==> src/rtl/mem_arbiter_if.sv <==
// Bundle between the IF/MEM requesters, the single-port memory and the arbiter.
// The arbiter connects through the slave modport; the environment uses master.
interface mem_arbiter_if #(
  parameter int ADDR_WIDTH = 32,
  parameter int DATA_WIDTH = 32
);
  localparam int BE_WIDTH = DATA_WIDTH / 8;

  logic                  if_req;
  logic [ADDR_WIDTH-1:0] if_addr;
  logic                  if_ready;
  logic [DATA_WIDTH-1:0] if_rdata;

  logic                  mem_req;
  logic                  mem_we;
  logic [BE_WIDTH-1:0]   mem_be;
  logic [ADDR_WIDTH-1:0] mem_addr;
  logic [DATA_WIDTH-1:0] mem_wdata;
  logic                  mem_ready;
  logic [DATA_WIDTH-1:0] mem_rdata;

  logic                  ram_en;
  logic                  ram_we;
  logic [BE_WIDTH-1:0]   ram_be;
  logic [ADDR_WIDTH-1:0] ram_addr;
  logic [DATA_WIDTH-1:0] ram_wdata;
  logic [DATA_WIDTH-1:0] ram_rdata;

  modport slave (
    input  if_req, if_addr, mem_req, mem_we, mem_be, mem_addr, mem_wdata, ram_rdata,
    output if_ready, if_rdata, mem_ready, mem_rdata,
           ram_en, ram_we, ram_be, ram_addr, ram_wdata
  );

  modport master (
    output if_req, if_addr, mem_req, mem_we, mem_be, mem_addr, mem_wdata, ram_rdata,
    input  if_ready, if_rdata, mem_ready, mem_rdata,
           ram_en, ram_we, ram_be, ram_addr, ram_wdata
  );
endinterface

==> src/rtl/mem_arbiter.sv <==
// Shares one single-port memory between IF and MEM: MEM has priority, IF is
// forced after STARVE_LIMIT consecutive MEM grants made while IF was waiting.
module mem_arbiter #(
  parameter int ADDR_WIDTH   = 32,
  parameter int DATA_WIDTH   = 32,
  parameter int MEM_LATENCY  = 1,
  parameter int STARVE_LIMIT = 4
) (
  input  logic          clk,
  input  logic          reset,
  mem_arbiter_if.slave  bus,
  output logic          busy_o
);
  localparam int BE_WIDTH = DATA_WIDTH / 8;
  localparam int SW       = $clog2(STARVE_LIMIT + 1);
  localparam int LW       = $clog2(MEM_LATENCY + 1);
  localparam logic [SW-1:0] STARVE_MAX = SW'(STARVE_LIMIT);
  localparam logic [LW-1:0] LAT_LOAD   = LW'(MEM_LATENCY);

  typedef enum logic [1:0] {
    IDLE   = 2'd0,
    ACCESS = 2'd1,
    WAIT   = 2'd2,
    DONE   = 2'd3
  } state_e;

  state_e                state_q;
  logic                  owner_mem_q;
  logic [SW-1:0]         starve_q;
  logic [LW-1:0]         lat_q;
  logic                  ram_en_q;
  logic                  ram_we_q;
  logic [BE_WIDTH-1:0]   ram_be_q;
  logic [ADDR_WIDTH-1:0] ram_addr_q;
  logic [DATA_WIDTH-1:0] ram_wdata_q;
  logic                  if_ready_q;
  logic                  mem_ready_q;
  logic [DATA_WIDTH-1:0] if_rdata_q;
  logic [DATA_WIDTH-1:0] mem_rdata_q;
  logic                  busy_q;

  logic                  owner_mem_d;
  logic [SW-1:0]         starve_d;

  // Grant decision and starvation counter update for the IDLE cycle.
  always_comb begin
    owner_mem_d = 1'b0;
    starve_d    = '0;
    if (bus.mem_req && bus.if_req) begin
      owner_mem_d = (starve_q != STARVE_MAX);
    end else if (bus.mem_req) begin
      owner_mem_d = 1'b1;
    end else begin
      owner_mem_d = 1'b0;
    end
    if (owner_mem_d && bus.if_req) begin
      starve_d = (starve_q == STARVE_MAX) ? starve_q : starve_q + SW'(1);
    end else begin
      starve_d = '0;
    end
  end

  // Sequencer: grant, one access cycle, read latency, completion pulse.
  always_ff @(posedge clk) begin
    if (reset) begin
      state_q     <= IDLE;
      owner_mem_q <= 1'b0;
      starve_q    <= '0;
      lat_q       <= '0;
      ram_en_q    <= 1'b0;
      ram_we_q    <= 1'b0;
      ram_be_q    <= '0;
      ram_addr_q  <= '0;
      ram_wdata_q <= '0;
      if_ready_q  <= 1'b0;
      mem_ready_q <= 1'b0;
      if_rdata_q  <= '0;
      mem_rdata_q <= '0;
      busy_q      <= 1'b0;
    end else begin
      case (state_q)
        IDLE: begin
          if (bus.if_req || bus.mem_req) begin
            state_q     <= ACCESS;
            owner_mem_q <= owner_mem_d;
            starve_q    <= starve_d;
            ram_en_q    <= 1'b1;
            busy_q      <= 1'b1;
            if (owner_mem_d) begin
              ram_we_q    <= bus.mem_we;
              ram_be_q    <= bus.mem_we ? bus.mem_be : '0;
              ram_addr_q  <= bus.mem_addr;
              ram_wdata_q <= bus.mem_wdata;
            end else begin
              ram_we_q    <= 1'b0;
              ram_be_q    <= '0;
              ram_addr_q  <= bus.if_addr;
              ram_wdata_q <= '0;
            end
          end else begin
            state_q <= IDLE;
          end
        end
        ACCESS: begin
          ram_en_q <= 1'b0;
          ram_we_q <= 1'b0;
          if (ram_we_q) begin
            state_q     <= DONE;
            mem_ready_q <= 1'b1;
          end else begin
            state_q <= WAIT;
            lat_q   <= LAT_LOAD;
          end
        end
        WAIT: begin
          lat_q <= lat_q - LW'(1);
          // The final latency cycle is the one where ram_rdata is valid.
          if (lat_q == LW'(1)) begin
            state_q <= DONE;
            if (owner_mem_q) begin
              mem_rdata_q <= bus.ram_rdata;
              mem_ready_q <= 1'b1;
            end else begin
              if_rdata_q <= bus.ram_rdata;
              if_ready_q <= 1'b1;
            end
          end else begin
            state_q <= WAIT;
          end
        end
        DONE: begin
          state_q     <= IDLE;
          if_ready_q  <= 1'b0;
          mem_ready_q <= 1'b0;
          busy_q      <= 1'b0;
        end
        default: begin
          state_q <= IDLE;
        end
      endcase
    end
  end

  assign bus.ram_en    = ram_en_q;
  assign bus.ram_we    = ram_we_q;
  assign bus.ram_be    = ram_be_q;
  assign bus.ram_addr  = ram_addr_q;
  assign bus.ram_wdata = ram_wdata_q;
  assign bus.if_ready  = if_ready_q;
  assign bus.if_rdata  = if_rdata_q;
  assign bus.mem_ready = mem_ready_q;
  assign bus.mem_rdata = mem_rdata_q;
  assign busy_o        = busy_q;
endmodule

==> src/flat_wrapper.sv <==
// flat-port wrapper written by rule: the top's interface ports become plain ports
module mem_arbiter_flat 
#(
  parameter int ADDR_WIDTH   = 32,
  parameter int DATA_WIDTH   = 32,
  parameter int MEM_LATENCY  = 1,
  parameter int STARVE_LIMIT = 4
)
  (clk, reset, busy_o, bus_if_req, bus_if_addr, bus_mem_req, bus_mem_we, bus_mem_be, bus_mem_addr, bus_mem_wdata, bus_ram_rdata, bus_if_ready, bus_if_rdata, bus_mem_ready, bus_mem_rdata, bus_ram_en, bus_ram_we, bus_ram_be, bus_ram_addr, bus_ram_wdata);
  mem_arbiter_if #(.ADDR_WIDTH(ADDR_WIDTH), .DATA_WIDTH(DATA_WIDTH)) bus_i ();
  input  logic clk;
  input  logic reset;
  output logic busy_o;
  input wire logic [$bits(bus_i.if_req)-1:0] bus_if_req;
  input wire logic [$bits(bus_i.if_addr)-1:0] bus_if_addr;
  input wire logic [$bits(bus_i.mem_req)-1:0] bus_mem_req;
  input wire logic [$bits(bus_i.mem_we)-1:0] bus_mem_we;
  input wire logic [$bits(bus_i.mem_be)-1:0] bus_mem_be;
  input wire logic [$bits(bus_i.mem_addr)-1:0] bus_mem_addr;
  input wire logic [$bits(bus_i.mem_wdata)-1:0] bus_mem_wdata;
  input wire logic [$bits(bus_i.ram_rdata)-1:0] bus_ram_rdata;
  output wire logic [$bits(bus_i.if_ready)-1:0] bus_if_ready;
  output wire logic [$bits(bus_i.if_rdata)-1:0] bus_if_rdata;
  output wire logic [$bits(bus_i.mem_ready)-1:0] bus_mem_ready;
  output wire logic [$bits(bus_i.mem_rdata)-1:0] bus_mem_rdata;
  output wire logic [$bits(bus_i.ram_en)-1:0] bus_ram_en;
  output wire logic [$bits(bus_i.ram_we)-1:0] bus_ram_we;
  output wire logic [$bits(bus_i.ram_be)-1:0] bus_ram_be;
  output wire logic [$bits(bus_i.ram_addr)-1:0] bus_ram_addr;
  output wire logic [$bits(bus_i.ram_wdata)-1:0] bus_ram_wdata;
  assign bus_i.if_req = bus_if_req;
  assign bus_i.if_addr = bus_if_addr;
  assign bus_i.mem_req = bus_mem_req;
  assign bus_i.mem_we = bus_mem_we;
  assign bus_i.mem_be = bus_mem_be;
  assign bus_i.mem_addr = bus_mem_addr;
  assign bus_i.mem_wdata = bus_mem_wdata;
  assign bus_i.ram_rdata = bus_ram_rdata;
  assign bus_if_ready = bus_i.if_ready;
  assign bus_if_rdata = bus_i.if_rdata;
  assign bus_mem_ready = bus_i.mem_ready;
  assign bus_mem_rdata = bus_i.mem_rdata;
  assign bus_ram_en = bus_i.ram_en;
  assign bus_ram_we = bus_i.ram_we;
  assign bus_ram_be = bus_i.ram_be;
  assign bus_ram_addr = bus_i.ram_addr;
  assign bus_ram_wdata = bus_i.ram_wdata;
  mem_arbiter #(.ADDR_WIDTH(ADDR_WIDTH), .DATA_WIDTH(DATA_WIDTH), .MEM_LATENCY(MEM_LATENCY), .STARVE_LIMIT(STARVE_LIMIT)) u_core (.clk(clk), .reset(reset), .bus(bus_i), .busy_o(busy_o));
endmodule
==> config.mk <==
export PLATFORM = sky130hd
export DESIGN_NAME = mem_arbiter_flat
export DESIGN_NICKNAME = d
export VERILOG_FILES = /design/src/rtl/mem_arbiter_if.sv /design/src/rtl/mem_arbiter.sv /design/src/flat_wrapper.sv
export SDC_FILE = /design/constraint.sdc
export NUM_CORES = 1
export LEC_CHECK = 0
export CAP_MARGIN = 20
export CORE_MARGIN = 3
export CORE_UTILIZATION = 36
export CTS_CLUSTER_SIZE = 25
export DETAILED_ROUTE_END_ITERATION = 10
export PLACE_DENSITY_LB_ADDON = 0.08
export SLEW_MARGIN = 0
export SYNTH_ARGS = -nofsm -noshare
export SYNTH_HDL_FRONTEND = slang
export SYNTH_SLANG_ARGS = --single-unit
export TNS_END_PERCENT = 50
==> constraint.sdc <==
create_clock -name clk -period 1.74 [get_ports clk]
set_input_delay 0.174 -clock clk [delete_from_list [all_inputs] [get_ports clk]]
set_output_delay 0.174 -clock clk [all_outputs]
set_load 0.005 [all_outputs]
==> impl_results.md, run 1 <==
- Via-to-Cell Ratio: 5.13
- Number of nets with antenna violations after detailed routing: 0
- Total overflow reported by the global router: 0
- Type of the setup path with the least slack: reg -> reg
- Share of synthesized cell area in full adder, half adder and majority cells: 1.62%
- Global-route wire length before repair: 27200 µm
- Top sig layer: met4
- Parity-gate share of the synthesized area counting xor and xnor cells: 0.324%
- Core region area: 14600 µm²
- Area growth from synthesis to layout: 66.7%
- Wire length on met1: 7080 µm
- Detail Route met3 WL: 1610 µm
- Post-synth EDFFs: 0
- P per Cell Area: 1150 nW/µm²
- Fraction of registers with async set/reset: 0%
- Starting density of the core: 37.1%
- Maximum ir drop on the vdd rail: 713 µV
- Longest individual stage delay on the worst path: 0.37 ns
- Clock tree from TritonCTS: built
- Number of library cell types mapped by synthesis: 36
- Antenna cells: 0
- Share of the core filled with cells in the final layout: 61.8%
- WL per Instance: 16.4 µm
- Antenna violations before repair: 0
- Status: completed
- Layout filler cell count: 1207
- Maximum fanout count along the critical path: 36
- Synth warnings: 0
- Most area-hungry cell type in the Yosys netlist: dfxtp_1
- Maximum count of clock buffers along a single path: 2
- CP top delay family: simple AND/OR/NAND/NOR gates
- Die X-Extent: 129 µm
- Sequential share of the synthesized area: 53.3%
- Setup clock skew after layout: 0.00888 ns
- Final-report max-slew violation count: 0
- Count of input and output buffers: 273
- Synthesis-stage register bit count: 144
- Pin count of the biggest net entering global routing: 67
- Final critical delay including setup and external delays: 1.61 ns
- Worst setup EP type: flip-flop
- DIE HEIGHT: 129 µm
- Critical-path cell with the highest stage delay: dfxtp_1
- Transition time at the pin with the least slew margin: 0.683 ns
- Number of clock sinks: 144
- Pre-Repair DR Iteration Count: 5
- Final hold vios: 0
- Post-synth top flop: dfxtp_1
- H-tree level count: 4
- Met2 WL: 8570 µm
- Setup repair after global routing missed its margin: false
- Global routing usage summed across all routing layers: 20.5%
- Headroom to the max-slew limit: 54.5%
- Number of design rule violations left after detail routing: 0
- Final RePlAce weighted congestion: 0.758
- CTS clk-pin slew, worst paths: 0.06 ns
- Post-synthesis simple-gate area fraction: 17.0%
- Leading cell types by total area after synthesis: dfxtp_1, nand2_1, a21oi_1
- Multiplexer share of the synthesized area: 0.185%
- Vias post-DR: 5499
- Source-to-sink clock delay at the later pin of the worst-skew pair: 0.42 ns
- Worst path buffer plus inverter count: 2
- Main combinational cell family by area after synthesis: compound AO/OA/AOI/OAI gates
- Fraction of layout cells with a size suffix above 1: 6.42%
- Via count of the first global-routing pass: 5456
- Final Setup Violations: 0
- Number of top-level pins: 274
- Synthesized Nets: 763
- Die Footprint: 16500 µm²
- Setup Total Neg Slack: 0 ns
- Achievable clock frequency: 623 MHz
- Number of maximum-capacitance constraint violations: 0
- Final critical-path share of the clock period: 92.3%
- Routed wire length: 17500 µm
- Number of cell rows: 44
- Area of the mapped netlist: 5410 µm²
- Net count reported at finish: 1019
- Synth top area share: 53.3%
- Sort of element at the start of the critical path: flip-flop
- Clock root cell: clkbuf_16
- Compound-gate portion of the synthesized area: 22.2%
- Cell Chain, Critical Path: inv_1 > ha_1 > and3_4 > nor4b_4 > buf_12 > a32o_1
- Post-DP HPWL: 12200 µm
- Number of buffers added by the clock tree synthesis step: 17
- Post-Syn Instances: 619
- Min-delay worst type: in -> reg
- Average cell area after synthesis: 8.74 µm²
- Arr. time, crit path: 1.96 ns
- Initial detailed-routing violation count: 285
- Data required time of the critical path: 2.09 ns
- Leakage: 3.23 nW
## cell families after synthesis
logic type	Yosys count
buffers and inverters	64
flip-flops	144
AO/OA/AOI/OAI	183
adder cells (fa/ha/maj)	7
AND/OR/NAND/NOR	218
XOR/XNOR	2
multiplexers	1
## stage by stage
| step | worst slack (ns) | instance area (µm²) | std cells | total power, W | hold slack (ns) |
|---|---|---|---|---|---|
| floorplan | 0.0541 | 5410 | 619 | 0.00511 | 0.307 |
| global placement | 0.0902 | 8350 | 1038 | 0.00648 | 0.426 |
| detailed placement | -0.00979 | 8350 | 1038 | 0.00654 | 0.429 |
| CTS | 0.0897 | 8990 | 1071 | 0.0104 | 0.318 |
| global route | 0.00413 | 9020 | 1072 | 0.0109 | 0.327 |
| finish | 0.135 | 9020 | 1072 | 0.0103 | 0.331 |
## synth_stat cells (3+ instances only)
cell        n
dfxtp_1   144
nand2_1   132
a21oi_1    70
clkbuf_1   43
nor2_1     37
o21ai_0    36
nand3_1    34
a311oi_1   33
a22o_1     32
buf_2       8
ha_1        7
inv_1       7
buf_6       5
a32o_1      4
nor3_1      4
nor2b_1     3
## worst paths after layout
check                           slack, ns                                    end                            startpoint  cells after the start
worst max register to register       0.13      u_core.bus.ram_be[1]$_SDFFE_PP0P_       u_core.starve_q[0]$_SDFFE_PP0P_                      6
worst max-delay path                 0.13      u_core.bus.ram_be[1]$_SDFFE_PP0P_       u_core.starve_q[0]$_SDFFE_PP0P_                      6
worst min register to register       0.45   u_core.bus.mem_rdata[0]$_SDFFE_PP0P_  u_core.bus.mem_rdata[0]$_SDFFE_PP0P_                      2
worst min-delay path                 0.33  u_core.bus.mem_rdata[25]$_SDFFE_PP0P_                     bus_ram_rdata[25]                      3
## registers in the layout, summed over array words and instances (netlist names), 2 cells and up
| register | count |
|---|---|
| u_core.bus.ram_addr | 32 |
| u_core.bus.ram_wdata | 32 |
| u_core.bus.ram_be | 4 |
| u_core.starve_q | 3 |
| u_core.bus.if_rdata | 32 |
| u_core.state_q | 2 |
| u_core.bus.mem_rdata | 32 |
## cells in the final DEF, fill, tap and decap left out, types with 7 or more instances in the layout
cell type,instances
clkdlybuf4s50_1,272
dfxtp_1,144
nand2_1,132
a21oi_1,70
o21ai_0,36
nor2_1,36
nand3_1,34
a311oi_1,33
a22o_1,32
clkbuf_16,18
buf_4,12
buf_12,8
inv_1,7
ha_1,7
## where the power goes
part           internal (W)  switching (W)
clock               0.00237        0.00142
sequential          0.00372       0.000246
combinational       0.00148        0.00109
total               0.00758        0.00276
## per-layer routing
layer,up-vias,GRT usage (%)
li1,2688,-
met1,2568,24.3
met2,221,34.4
met3,22,7.68
met4,0,7.10
met5,-,0
## area by class of cell
type	count	area [µm²]	share of cell area [%]
repair buffers	294	3010	33.4
flip-flops and latches	144	2880	32.0
multi-input cells	411	2250	24.9
clock buffers	20	467	5.18
well taps	184	230	2.55
clock inverters	12	155	1.72
inverters	7	26.3	0.291
## worst register-to-register path, stage by stage (launching register included)
cell and delay (ns):
dfxtp_1 0.37, inv_1 0.06, ha_1 0.22, and3_4 0.20
nor4b_4 0.26, buf_12 0.24, a32o_1 0.20
## timing repair
item | CTS | global route
endpoints found under the hold margin | 2 | 0
endpoints found under the setup margin | 0 | 14
resized for setup | 0 | 1
setup buffers | 0 | 0
hold buffers | 1 | 0
No activity file was read; power rests on OpenSTA's default activity.
==> inputs of run 2 (changes only) <==
Settings changed: SLEW_MARGIN 0 to 30.
==> results of run 2 <==
Final layout, timing and power as in run 1 (identical DEF).
